==> config.mk <==
export PLATFORM = sky130hd
export DESIGN_NAME = sram_arbiter_flat
export DESIGN_NICKNAME = d
export VERILOG_FILES = /design/src/rtl/sram_arbiter_if.sv /design/src/rtl/sram_arbiter.sv /design/src/flat_wrapper.sv
export SDC_FILE = /design/constraint.sdc
export NUM_CORES = 1
export LEC_CHECK = 0
export ABC_CLOCK_PERIOD_IN_PS = 2400
export CELL_PAD_IN_SITES_DETAIL_PLACEMENT = 1
export CELL_PAD_IN_SITES_GLOBAL_PLACEMENT = 2
export CORE_MARGIN = 4
export CORE_UTILIZATION = 11
export DETAILED_ROUTE_END_ITERATION = 8
export GPL_TIMING_DRIVEN = 0
export PLACE_DENSITY_LB_ADDON = 0.1
export SLEW_MARGIN = 20
export SYNTH_ARGS = -nofsm -noshare
export SYNTH_HDL_FRONTEND = slang
export SYNTH_SLANG_ARGS = --single-unit
==> constraint.sdc <==
create_clock -name Clock -period 2.4 [get_ports Clock]
set_clock_uncertainty 0.2 [all_clocks]
set_input_delay 0.48 -clock Clock [delete_from_list [all_inputs] [get_ports Clock]]
set_output_delay 0.48 -clock Clock [all_outputs]
set_load 0.1 [all_outputs]
==> src/rtl/sram_arbiter_if.sv <==
// Bundle of both master ports and the SRAM controller port around sram_arbiter.
// slave = arbiter side, master = everything connected to it (masters + SRAM controller).
interface sram_arbiter_if #(
    parameter int ADDR_W = 18,
    parameter int DATA_W = 16
);
    logic              M0_req;
    logic              M1_req;
    logic              M0_grant;
    logic              M1_grant;
    logic [ADDR_W-1:0] M0_address;
    logic [ADDR_W-1:0] M1_address;
    logic [DATA_W-1:0] M0_write_data;
    logic [DATA_W-1:0] M1_write_data;
    logic              M0_we_n;
    logic              M1_we_n;
    logic [DATA_W-1:0] M0_read_data;
    logic [DATA_W-1:0] M1_read_data;
    logic              M0_read_valid;
    logic              M1_read_valid;
    logic [ADDR_W-1:0] SRAM_address;
    logic [DATA_W-1:0] SRAM_write_data;
    logic              SRAM_we_n;
    logic [DATA_W-1:0] SRAM_read_data;
    logic              ARB_busy;

    modport slave (
        input  M0_req, M1_req,
        input  M0_address, M1_address,
        input  M0_write_data, M1_write_data,
        input  M0_we_n, M1_we_n,
        input  SRAM_read_data,
        output M0_grant, M1_grant,
        output M0_read_data, M1_read_data,
        output M0_read_valid, M1_read_valid,
        output SRAM_address, SRAM_write_data, SRAM_we_n,
        output ARB_busy
    );

    modport master (
        output M0_req, M1_req,
        output M0_address, M1_address,
        output M0_write_data, M1_write_data,
        output M0_we_n, M1_we_n,
        output SRAM_read_data,
        input  M0_grant, M1_grant,
        input  M0_read_data, M1_read_data,
        input  M0_read_valid, M1_read_valid,
        input  SRAM_address, SRAM_write_data, SRAM_we_n,
        input  ARB_busy
    );
endinterface

==> src/rtl/sram_arbiter.sv <==
// Burst-based two-master SRAM port arbiter; grant one edge after request, read valid READ_LATENCY after address.
// No backpressure: owner holds the port while requesting; release drains READ_LATENCY cycles. Tie-break: M0, or round robin with SRAM_ARB_ROUND_ROBIN_EN.
module sram_arbiter #(
    parameter int ADDR_W       = 18,
    parameter int DATA_W       = 16,
    parameter int READ_LATENCY = 2
) (
    input logic           Clock,
    input logic           Reset,
    sram_arbiter_if.slave bus
);
    localparam logic [1:0] S_IDLE  = 2'd0;
    localparam logic [1:0] S_OWN0  = 2'd1;
    localparam logic [1:0] S_OWN1  = 2'd2;
    localparam logic [1:0] S_DRAIN = 2'd3;

    localparam int              CNT_W      = 2;
    localparam logic [CNT_W-1:0] DRAIN_LOAD = CNT_W'(READ_LATENCY - 1);

    logic [1:0]              state;
    logic [1:0]              state_nxt;
    logic [CNT_W-1:0]        drain_cnt;
    logic [CNT_W-1:0]        drain_cnt_nxt;
    logic                    m0_grant;
    logic                    m1_grant;
    logic [READ_LATENCY-1:0] rd_pipe0;
    logic [READ_LATENCY-1:0] rd_pipe1;
    logic                    pick_m1;

`ifdef SRAM_ARB_ROUND_ROBIN_EN
    logic last_owner;  // 0 = M0, 1 = M1

    assign pick_m1 = ~last_owner;

    // Reset value M1 makes M0 win the first tie.
    always_ff @(posedge Clock) begin
        if (Reset) begin
            last_owner <= 1'b1;
        end else if (state == S_IDLE && state_nxt != S_IDLE) begin
            last_owner <= (state_nxt == S_OWN1);
        end
    end
`else
    assign pick_m1 = 1'b0;
`endif

    always_comb begin
        state_nxt     = state;
        drain_cnt_nxt = drain_cnt;
        case (state)
            S_IDLE: begin
                if (bus.M0_req && bus.M1_req) begin
                    state_nxt = pick_m1 ? S_OWN1 : S_OWN0;
                end else if (bus.M0_req) begin
                    state_nxt = S_OWN0;
                end else if (bus.M1_req) begin
                    state_nxt = S_OWN1;
                end
            end
            S_OWN0: begin
                if (!bus.M0_req) begin
                    state_nxt     = S_DRAIN;
                    drain_cnt_nxt = DRAIN_LOAD;
                end
            end
            S_OWN1: begin
                if (!bus.M1_req) begin
                    state_nxt     = S_DRAIN;
                    drain_cnt_nxt = DRAIN_LOAD;
                end
            end
            S_DRAIN: begin
                if (drain_cnt == '0) begin
                    state_nxt = S_IDLE;
                end else begin
                    drain_cnt_nxt = drain_cnt - 1'b1;
                end
            end
            default: state_nxt = S_IDLE;
        endcase
    end

    always_ff @(posedge Clock) begin
        if (Reset) begin
            state     <= S_IDLE;
            drain_cnt <= '0;
            m0_grant  <= 1'b0;
            m1_grant  <= 1'b0;
        end else begin
            state     <= state_nxt;
            drain_cnt <= drain_cnt_nxt;
            m0_grant  <= (state_nxt == S_OWN0);
            m1_grant  <= (state_nxt == S_OWN1);
        end
    end

    // Per-master read tags ride alongside the SRAM read pipeline.
    always_ff @(posedge Clock) begin
        if (Reset) begin
            rd_pipe0 <= '0;
            rd_pipe1 <= '0;
        end else begin
            rd_pipe0[0] <= (state == S_OWN0) && bus.M0_we_n;
            rd_pipe1[0] <= (state == S_OWN1) && bus.M1_we_n;
            for (int i = 1; i < READ_LATENCY; i++) begin
                rd_pipe0[i] <= rd_pipe0[i-1];
                rd_pipe1[i] <= rd_pipe1[i-1];
            end
        end
    end

    always_comb begin
        bus.SRAM_address    = '0;
        bus.SRAM_write_data = '0;
        bus.SRAM_we_n       = 1'b1;
        case (state)
            S_OWN0: begin
                bus.SRAM_address    = bus.M0_address;
                bus.SRAM_write_data = bus.M0_write_data;
                bus.SRAM_we_n       = bus.M0_we_n;
            end
            S_OWN1: begin
                bus.SRAM_address    = bus.M1_address;
                bus.SRAM_write_data = bus.M1_write_data;
                bus.SRAM_we_n       = bus.M1_we_n;
            end
            default: ;
        endcase
    end

    assign bus.M0_grant      = m0_grant;
    assign bus.M1_grant      = m1_grant;
    assign bus.M0_read_valid = rd_pipe0[READ_LATENCY-1];
    assign bus.M1_read_valid = rd_pipe1[READ_LATENCY-1];
    assign bus.M0_read_data  = bus.SRAM_read_data;
    assign bus.M1_read_data  = bus.SRAM_read_data;
    assign bus.ARB_busy      = (state != S_IDLE);

endmodule

==> src/flat_wrapper.sv <==
// flat-port wrapper written by rule: the top's interface ports become plain ports
module sram_arbiter_flat 
#(
    parameter int ADDR_W       = 18,
    parameter int DATA_W       = 16,
    parameter int READ_LATENCY = 2
)
  (Clock, Reset, bus_M0_req, bus_M1_req, bus_M0_address, bus_M1_address, bus_M0_write_data, bus_M1_write_data, bus_M0_we_n, bus_M1_we_n, bus_SRAM_read_data, bus_M0_grant, bus_M1_grant, bus_M0_read_data, bus_M1_read_data, bus_M0_read_valid, bus_M1_read_valid, bus_SRAM_address, bus_SRAM_write_data, bus_SRAM_we_n, bus_ARB_busy);
  sram_arbiter_if #(.ADDR_W(ADDR_W), .DATA_W(DATA_W)) bus_i ();
  input logic Clock;
  input logic Reset;
  input wire logic [$bits(bus_i.M0_req)-1:0] bus_M0_req;
  input wire logic [$bits(bus_i.M1_req)-1:0] bus_M1_req;
  input wire logic [$bits(bus_i.M0_address)-1:0] bus_M0_address;
  input wire logic [$bits(bus_i.M1_address)-1:0] bus_M1_address;
  input wire logic [$bits(bus_i.M0_write_data)-1:0] bus_M0_write_data;
  input wire logic [$bits(bus_i.M1_write_data)-1:0] bus_M1_write_data;
  input wire logic [$bits(bus_i.M0_we_n)-1:0] bus_M0_we_n;
  input wire logic [$bits(bus_i.M1_we_n)-1:0] bus_M1_we_n;
  input wire logic [$bits(bus_i.SRAM_read_data)-1:0] bus_SRAM_read_data;
  output wire logic [$bits(bus_i.M0_grant)-1:0] bus_M0_grant;
  output wire logic [$bits(bus_i.M1_grant)-1:0] bus_M1_grant;
  output wire logic [$bits(bus_i.M0_read_data)-1:0] bus_M0_read_data;
  output wire logic [$bits(bus_i.M1_read_data)-1:0] bus_M1_read_data;
  output wire logic [$bits(bus_i.M0_read_valid)-1:0] bus_M0_read_valid;
  output wire logic [$bits(bus_i.M1_read_valid)-1:0] bus_M1_read_valid;
  output wire logic [$bits(bus_i.SRAM_address)-1:0] bus_SRAM_address;
  output wire logic [$bits(bus_i.SRAM_write_data)-1:0] bus_SRAM_write_data;
  output wire logic [$bits(bus_i.SRAM_we_n)-1:0] bus_SRAM_we_n;
  output wire logic [$bits(bus_i.ARB_busy)-1:0] bus_ARB_busy;
  assign bus_i.M0_req = bus_M0_req;
  assign bus_i.M1_req = bus_M1_req;
  assign bus_i.M0_address = bus_M0_address;
  assign bus_i.M1_address = bus_M1_address;
  assign bus_i.M0_write_data = bus_M0_write_data;
  assign bus_i.M1_write_data = bus_M1_write_data;
  assign bus_i.M0_we_n = bus_M0_we_n;
  assign bus_i.M1_we_n = bus_M1_we_n;
  assign bus_i.SRAM_read_data = bus_SRAM_read_data;
  assign bus_M0_grant = bus_i.M0_grant;
  assign bus_M1_grant = bus_i.M1_grant;
  assign bus_M0_read_data = bus_i.M0_read_data;
  assign bus_M1_read_data = bus_i.M1_read_data;
  assign bus_M0_read_valid = bus_i.M0_read_valid;
  assign bus_M1_read_valid = bus_i.M1_read_valid;
  assign bus_SRAM_address = bus_i.SRAM_address;
  assign bus_SRAM_write_data = bus_i.SRAM_write_data;
  assign bus_SRAM_we_n = bus_i.SRAM_we_n;
  assign bus_ARB_busy = bus_i.ARB_busy;
  sram_arbiter #(.ADDR_W(ADDR_W), .DATA_W(DATA_W), .READ_LATENCY(READ_LATENCY)) u_core (.Clock(Clock), .Reset(Reset), .bus(bus_i));
endmodule
==> results of run 1 <==
==> how the worst min path moves through the flow <==
stage	startpoint	to	slack, ns	cells past startpoint
after global routing	u_core.rd_pipe1[0]	u_core.rd_pipe1[1]	0.26	1
after floorplan	u_core.rd_pipe0[0]	u_core.rd_pipe0[1]	0.21	1
after global placement	u_core.rd_pipe1[0]	u_core.rd_pipe1[1]	0.21	1
after detailed placement	u_core.rd_pipe1[0]	u_core.rd_pipe1[1]	0.23	1
after CTS	u_core.rd_pipe1[0]	u_core.rd_pipe1[1]	0.24	1
final	u_core.rd_pipe1[0]	u_core.rd_pipe1[1]	0.23	1
==> registers in the layout (all words and copies together) (netlist names) <==
name and cells:
u_core.drain_cnt 2, u_core.rd_pipe0 2, u_core.rd_pipe1 2, u_core.state 2, u_core.bus.M0_grant 1, u_core.bus.M1_grant 1
==> through the flow <==
step / total power, mW / area (sq um)
after floorplan: 1.48 / 1400
after global routing: 2.55 / 3510
after detailed placement: 1.93 / 3020
after global placement: 1.93 / 3020
after CTS: 2.37 / 3350
final: 2.43 / 3510
==> worst register-to-register path: stages (launching register included) <==
cell and delay, ns:
dfxtp_4 0.38, ha_1 0.25, nor2b_2 0.19, a22o_1 0.26
o31ai_4 0.22, nor3_1 0.08
==> report_power, final <==
group          switching [mW]  internal (mW)
Combinational            1.20          0.734
Clock                  0.0691          0.215
Sequential             0.0244          0.189
Total                    1.30           1.14
==> cell families after synthesis <==
logic type,count (synthesis)
AO/OA/AOI/OAI,49
multiplexers,1
buffers and inverters,49
adder cells (fa/ha/maj),7
AND/OR/NAND/NOR,53
flip-flops,10
==> cells in the final DEF (no fill, tap or decap), types with 2 or more instances in the layout <==
cell / instances
inv_4: 2
dfxtp_1: 8
a22oi_2: 5
clkdlybuf4s50_1: 108
a22oi_1: 30
nor2_1: 6
clkbuf_4: 2
o21ai_0: 2
clkbuf_16: 3
nor2b_1: 3
ha_1: 4
buf_12: 23
buf_4: 38
nand2_1: 3
dfxtp_4: 2
nor3_1: 2
ha_4: 3
buf_8: 10
buf_6: 6
nor2b_2: 34
inv_1: 3
a21oi_1: 3
==> routing by layer <==
| layer | vias up | global-route usage (%) | routed length (microns) |
|---|---|---|---|
| li1 | 858 | - | - |
| met1 | 814 | 9.54 | 2480 |
| met2 | 82 | 17.5 | 3660 |
| met3 | 2 | 5.20 | 816 |
| met4 | 0 | 0.660 | 6 |
| met5 | - | 0 | 0 |
==> layout make-up <==
class	instances	share of cell area [%]
sequential	10	5.91
timing repair buffer	145	48.3
buffer	44	10.8
inverter	5	0.677
multi-input combinational	110	27.1
clock buffer	3	2.14
tap	143	5.09
==> timing repair <==
action	in CTS	in global routing
buffers inserted	0	1
endpoints found under the setup margin	36	31
resized for setup	306	40
==> impl_metrics.toml, run 1 <==
[status]
outcome = "completed"

[yosys]
syn_area_sq_um = 1320
syn_area_per_cell_sq_um = 7.78
yosysUniqueCellTypes = 28
ys_ff_latch = 10
synth_top_area_share_pct = 20.0
yosysSeqAreaShare_pct = 15.2
synth_edf_count = 0
synth_common_cells = "nor2b_1, a22oi_1, buf_4, dfxtp_1, buf_2"
synthSimpleGateAreaFrac_pct = 23.5
yosysTopAreaCell = "a22oi_1"
yosys.cell_count.top_type = "nor2b_1"
syn-instance-count = 169
synth_top_family_by_area = "compound AO/OA/AOI/OAI gates"
synthArstFlopShare_pct = 0
synth_ff_type = "dfxtp_1"
netlist_top_cells_area = "a22oi_1, buf_4, nor2b_1, dfxtp_1, ha_1"
syn-num-nets = 266
synth_warnings = 0
muxShareOfSynthArea_pct = 1.14
synth_fa_ha_area_share_pct = 6.66
synth-xor-area-share_pct = 0
synth_compound_area_share_pct = 29.6

[floorplan]
die_x_microns = 117
die_h_microns = 117
core_region_area_sq_um = 11600
dieArea_sq_um = 13800
initial_utilization_pct = 11.4
io_pins = 162
num_rows = 39

[detailed_routing]
vias = 1756
first_pass_iters = 4
ant_nets = 0
routed_wl_mm = 6.96
drc_errors = 0
detail_route.wl_per_cell_microns = 15.1
drt-vias-per-instance = 3.82
drt_first_iter_violations = 29

[cells_and_area]
drive_gt1_share_pct = 42.9
nFillCells = 1322
area_growth_pct = 167
multiInputGateArea_sq_um = 953
layout.cells.non_filler = 460
nets = 416
diodes = 0
seq_area_sq_um = 208
fin_util_pct = 30.4

[worst_setup_path]
cpPeakStageDelay_ns = 1.14
worstReg2RegEnd = "u_core.bus.M0_grant"
worstSetupPathType = "input port to output port"
cpLargestDelayFamily = "buffers and inverters"
reg2regPathDepth = 5
cp.required_ns = 1.72
critical_path.max_fanout = 2
critPathSlowestCell = "clkdlybuf4s50_1"
crit_end = "bus_M1_read_data[13]"
crit_path_end_kind = "output port"
cp_num_buf_inv = 2
critical_path.cell_chain = "buf_4, clkdlybuf4s50_1"
r2r-start = "u_core.state[1]"
r2r_setup_slack_ns = 0.68
path_depth = 2
arrival_ns = 1.70
start_kind = "input port"
crit_path_start = "bus_SRAM_read_data[13]"

[run]
max_cap_viol_count = 0

[timing]
period_minus_slack_ns = 2.38
hold_ws_ns = 0.232
worst_pin_slew_ns = 0.995
setup_viol = 0
fin_crit_sh_pct = 99.1
rsz0062_at_grt = "true"
setup_slack_ns = 0.0226
hold_viol_final = 0
slew_headroom_pct = 33.5
final-max-slew-violation-count = 0
max_clock_freq_ghz = 0.421
tns_ns = 0

[power_and_ir_drop]
irDropWorstVdd_mv = 0.181
powerDensity_nw_per_um2 = 693
p_leak_nw = 1.30

[placed_design]
dp_hpwl_mm = 5.97
gp_congestion = 0.683
io_buffers = 144
post-place-ws_ns = -1.23
dp.cells = 456

[min_path]
min-delay-path-class = "flip-flop to flip-flop"

[grt]
grt_pass1_vias = 2008
grt_max_degree = 11
antenna_found_initial = 0
grt_first_pass_wirelength_mm = 10.6
grt-ovfl-total = 0
grt_use_total_pct = 9.37

[clock_tree]
tritoncts = "done"
htreeDepth = 1
clockBufferDepth = 2
clk_latency_ns = 0.23
cts-buffers-inserted = 3
ctsHoldBuffers = 0
cts_sinks = 10
path_clk_slew_ns = 0.04
clock-root-buffer = "clkbuf_16"
Note: power is estimated with default switching activity, not from simulation.
==> run 2: changes to the inputs <==
==> constraint.sdc (replaced) <==
create_clock -name Clock -period 2.4 [get_ports Clock]
set_clock_uncertainty 0.2 [all_clocks]
set_input_delay 0.24 -clock Clock [delete_from_list [all_inputs] [get_ports Clock]]
set_output_delay 0.24 -clock Clock [all_outputs]
set_load 0.1 [all_outputs]
==> run 2 against run 1 <==
Against the previous run:
- wire length decreased by 0.59%
- combinational power hardly changed
- worst setup slack better by 0.035 ns
- global-route usage is 0.058 points higher
- flip-flop and latch count unchanged
- final cell count stayed put
- fmax increased by 1.5%
- cell area down 3.0%
- largest cell class unchanged
==> impl_metrics.toml, run 2 (synthesis gave the netlist of run 1 again) <==
[power_and_ir_drop]
p_leak_nw = 1.30
power_mw = 2.44
powerDensity_nw_per_um2 = 717
irDropWorstVdd_mv = 0.219

[worst_setup_path]
crit_path_end_kind = "output port"
path_depth = 7
cp_num_buf_inv = 4
reg2regPathDepth = 6
r2r_setup_slack_ns = 0.61
critPathSlowestCell = "dfxtp_2"
critical_path.cell_chain = "inv_1, ha_1, clkbuf_4, buf_4, a22oi_1, nor2b_4, buf_6"
start_kind = "flip-flop"
cpLargestDelayFamily = "buffers and inverters"
arrival_ns = 1.90
cpPeakStageDelay_ns = 0.41
cp.required_ns = 1.96
r2r-start = "u_core.state[0]"
crit_end = "bus_SRAM_address[12]"
worstSetupPathType = "flip-flop to output port"
crit_path_start = "u_core.state[1]"
critical_path.max_fanout = 10
worstReg2RegEnd = "u_core.drain_cnt[1]"

[timing]
rsz0062_at_grt = "true"
max_clock_freq_ghz = 0.427
tns_ns = 0
worst_pin_slew_ns = 0.995
fin_crit_sh_pct = 97.6
period_minus_slack_ns = 2.34
slew_headroom_pct = 33.5
setup_viol = 0
final-max-slew-violation-count = 0
hold_viol_final = 0

[floorplan]
io_pins = 162
core_region_area_sq_um = 11600
initial_utilization_pct = 11.4
die_h_microns = 117
num_rows = 39
dieArea_sq_um = 13800
die_x_microns = 117

[cells_and_area]
nFillCells = 1318
area_growth_pct = 159
final_cell_mix = "clkdlybuf4s50_1, buf_4, buf_6"
diodes = 0
drive_gt1_share_pct = 46.1
layout_commonest_cell = "clkdlybuf4s50_1"
nets = 415

[placed_design]
dp_hpwl_mm = 5.95
gp_congestion = 0.716
io_buffers = 144

[detailed_routing]
first_pass_iters = 2
vias = 1769
detail_route.wl_per_cell_microns = 15.0
ant_nets = 0
drt-vias-per-instance = 3.85
drc_errors = 0
drt_first_iter_violations = 26
routed_wl_mm = 6.92

[grt]
grt_use_total_pct = 9.42
antenna_found_initial = 0
grt_pass1_vias = 2043
grt_max_degree = 11
grt_first_pass_wirelength_mm = 10.7
grt-ovfl-total = 0

[clock_tree]
cts_sinks = 10
tritoncts = "done"
clk_latency_ns = 0.23
clock-root-buffer = "clkbuf_16"
path_clk_slew_ns = 0.04
htreeDepth = 1
clockBufferDepth = 2
cts-buffers-inserted = 3
ctsHoldBuffers = 0

[min_path]
min-delay-path-class = "input port to flip-flop"

[status]
outcome = "completed"

[run]
max_cap_viol_count = 0
==> run 2: cell count changes in the layout (fill, tap and decap cells not counted), sizes merged <==
cell,delta
dlygate4sd2,+1
buf,-4
clkbuf,+4
clkdlybuf4s15,-1
==> run 2: worst min-delay path by stage <==
stage / cells after the start / startpoint / end / slack (ns)
floorplan: 2 / bus_M0_we_n / u_core.rd_pipe0[0] / 0.18
global placement: 1 / u_core.rd_pipe0[0] / u_core.rd_pipe0[1] / 0.22
global route: 2 / Reset / u_core.state[0] / 0.25
CTS: 2 / Reset / u_core.rd_pipe0[0] / 0.21
detailed placement: 1 / u_core.rd_pipe1[0] / u_core.rd_pipe1[1] / 0.23
finish: 2 / Reset / u_core.rd_pipe1[0] / 0.19
==> run 2: area by class of cell <==
| class | instances | area (sq um) | share of cell area, % |
|---|---|---|---|
| plain buffers | 44 | 327 | 9.59 |
| clock buffers | 4 | 88.8 | 2.61 |
| repair buffers | 144 | 1460 | 42.9 |
| well taps | 143 | 179 | 5.25 |
| flip-flops and latches | 10 | 203 | 5.95 |
| inverters | 5 | 18.8 | 0.551 |
| multi-input cells | 110 | 1130 | 33.1 |
==> run 2: stage by stage <==
stage | cell area, sq um | utilization (%) | hold slack (ns) | worst slack (ns) | cells
5_1_grt | 3410 | 29.5 | 0.245 | -0.0740 | 460
3_5_place_dp | 3160 | 27.3 | 0.227 | -1.03 | 456
6_report | 3410 | 29.5 | 0.194 | 0.0576 | 460
3_3_place_gp | 3160 | 27.3 | 0.220 | -1.09 | 456
2_1_floorplan | 1540 | - | 0.184 | -0.114 | 169
4_1_cts | 3330 | 28.8 | 0.215 | 0.00184 | 460
==> run 2: metal layers <==
layer  GRT usage, %  share of wire, %  vias up
li1               -                 -      855
met1           9.45                34      829
met2           17.5                54       81
met3           4.86                12        4
met4           1.83               1.1        0
met5              0                 0        -
==> run 2: timing repair <==
| action | CTS | global route |
|---|---|---|
| resized for setup | 258 | 18 |
| setup buffers | 0 | 0 |
| endpoints found under the setup margin | 36 | 35 |
| endpoints found under the hold margin | 0 | 0 |
==> run 2: worst register-to-register path: stages, from the launching register on <==
cell and delay [ns]:
dfxtp_2 0.38, inv_1 0.11, ha_1 0.24, a22o_2 0.27, o21bai_1 0.20, a22oi_1 0.20
nor2_1 0.06
==> run 2: report_power, final <==
group,switching (mW),leakage [nW],internal (mW)
combinational,1.23,1.18,0.681
sequential,0.0177,0.0823,0.188
clock,0.0725,0.0442,0.250
==> run 3: changes to the inputs <==
--- a/config.mk
+++ b/config.mk
@@ -6,13 +6,11 @@
 export NUM_CORES = 1
 export LEC_CHECK = 0
 export ABC_CLOCK_PERIOD_IN_PS = 2400
-export CELL_PAD_IN_SITES_DETAIL_PLACEMENT = 1
-export CELL_PAD_IN_SITES_GLOBAL_PLACEMENT = 2
 export CORE_MARGIN = 4
-export CORE_UTILIZATION = 11
+export CORE_UTILIZATION = 27
 export DETAILED_ROUTE_END_ITERATION = 8
 export GPL_TIMING_DRIVEN = 0
-export PLACE_DENSITY_LB_ADDON = 0.1
+export PLACE_DENSITY = 0.83
 export SLEW_MARGIN = 20
 export SYNTH_ARGS = -nofsm -noshare
 export SYNTH_HDL_FRONTEND = slang
==> run 3 against run 2 <==
Against the previous run:
- sequential share of layout area grew 0.12 points
- worst setup slack gained 0.086 ns
- worst hold slack lost 0.012 ns
- via count shrank 0.45%
- first-iteration DRC count grew to 2.5 times the previous value
- sequential power is essentially flat
- critical endpoint is now bus_SRAM_address[10]
- largest cell class unchanged
- total power shrank 4.3%
==> impl_metrics.toml, run 3 (synthesis gave the netlist of run 1 again) <==
[timing]
setup_viol = 0
period_minus_slack_ns = 2.26
hold_viol_final = 0
worst_pin_slew_ns = 0.987
slew_headroom_pct = 34.0
max_clock_freq_ghz = 0.443
rsz0062_at_grt = "false"
fin_crit_sh_pct = 94.0
tns_ns = 0
final-max-slew-violation-count = 0

[floorplan]
num_rows = 25
initial_utilization_pct = 27.8
core_region_area_sq_um = 4720
io_pins = 162
die_h_microns = 77.8
die_x_microns = 77.8
dieArea_sq_um = 6050

[power_and_ir_drop]
p_leak_nw = 1.30
powerDensity_nw_per_um2 = 700
irDropWorstVdd_mv = 0.358
power_mw = 2.34

[clock_tree]
post_cts_buffers = 0
path_clk_slew_ns = 0.05
htreeDepth = 1
cts-buffers-inserted = 3
tritoncts = "done"
clockBufferDepth = 2
cts_sinks = 10
clock-root-buffer = "clkbuf_8"
clk_latency_ns = 0.23

[grt]
grt_max_degree = 11
grt_pass1_vias = 1896
antenna_found_initial = 0
grt-ovfl-total = 0
grt_use_total_pct = 17.7
grt_first_pass_wirelength_mm = 8.81

[min_path]
min-delay-path-class = "input port to flip-flop"
hold_path_startpoint = "Reset"

[cells_and_area]
diodes = 0
drive_gt1_share_pct = 48.6
finalInstanceArea_sq_um = 3340
area_growth_pct = 154
layout_commonest_cell = "clkdlybuf4s50_1"
final_cell_mix = "clkdlybuf4s50_1, buf_6, buf_4"
fin_util_pct = 70.7
nets = 415
nFillCells = 351

[worst_setup_path]
critical_path.max_fanout = 10
crit_path_end_kind = "output port"
start_kind = "flip-flop"
r2r-start = "u_core.state[0]"
arrival_ns = 1.82
worstSetupPathType = "flip-flop to output port"
crit_path_start = "u_core.state[0]"
cp.required_ns = 1.96

[placed_design]
gp_congestion = 0.762
io_buffers = 144
dp_hpwl_mm = 4.79
post_dp_cell_area_sq_um = 3070

[detailed_routing]
detail_route.wl_per_cell_microns = 14.9
drc_errors = 0
vias = 1761
ant_nets = 0
routed_wl_mm = 5.71
first_pass_iters = 4
drt_first_iter_violations = 66
drt-vias-per-instance = 4.59

[run]
max_cap_viol_count = 0

[status]
outcome = "completed"
-- run 3: worst paths after layout --
path | endpoint | slack [ns] | cells past startpoint
max | bus_SRAM_address[10] | 0.14 | 7
min | u_core.rd_pipe0[0] | 0.18 | 2
max reg2reg | u_core.drain_cnt[1] | 0.66 | 6
min reg2reg | u_core.rd_pipe1[1] | 0.24 | 1
-- run 3: routing by layer --
layer / GRT usage, % / share of wire, % / vias up
met4: 6.41 / 2.2 / 0
li1: - / - / 854
met3: 5.80 / 8.1 / 12
met1: 19.5 / 34 / 809
met5: 0 / 0 / -
met2: 31.3 / 55 / 86
-- run 3: what timing repair did --
action | in CTS | in global routing
hold endpoints to repair | 0 | 0
endpoints found under the setup margin | 36 | 35
hold buffers | 0 | 0
resized for setup | 246 | 52
cloned | 0 | 0
-- run 3: per-stage QoR --
stage / worst slack [ns] / hold WS (ns) / cells
after floorplan: -0.114 / 0.184 / 169
after global placement: -0.873 / 0.223 / 380
after detailed placement: -0.926 / 0.232 / 380
after CTS: -0.0690 / 0.185 / 384
after global routing: 0.0112 / 0.199 / 384
final: 0.144 / 0.183 / 384
-- run 3: worst max-delay path: stages, from the launching register on --
cell      delay [ns]
dfxtp_2         0.34
inv_1           0.13
ha_1            0.22
clkbuf_4        0.23
buf_6           0.18
a22oi_1         0.12
nor2b_2         0.15
buf_8           0.21
-- run 3: cell type report --
type                       count  area [sq um]  share of cell area [%]
inverter                       5          18.8                   0.562
tap                           67          83.8                    2.51
multi-input combinational    110          1170                    35.0
timing repair buffer         144          1460                    43.8
buffer                        44           349                    10.4
sequential                    10           203                    6.07
clock buffer                   4          55.1                    1.65
-- run 3: where the power goes --
group / internal [mW] / switching, mW / leakage, nW
clock: 0.144 / 0.0600 / 0.0288
combinational: 0.701 / 1.23 / 1.18
sequential: 0.188 / 0.0158 / 0.0823
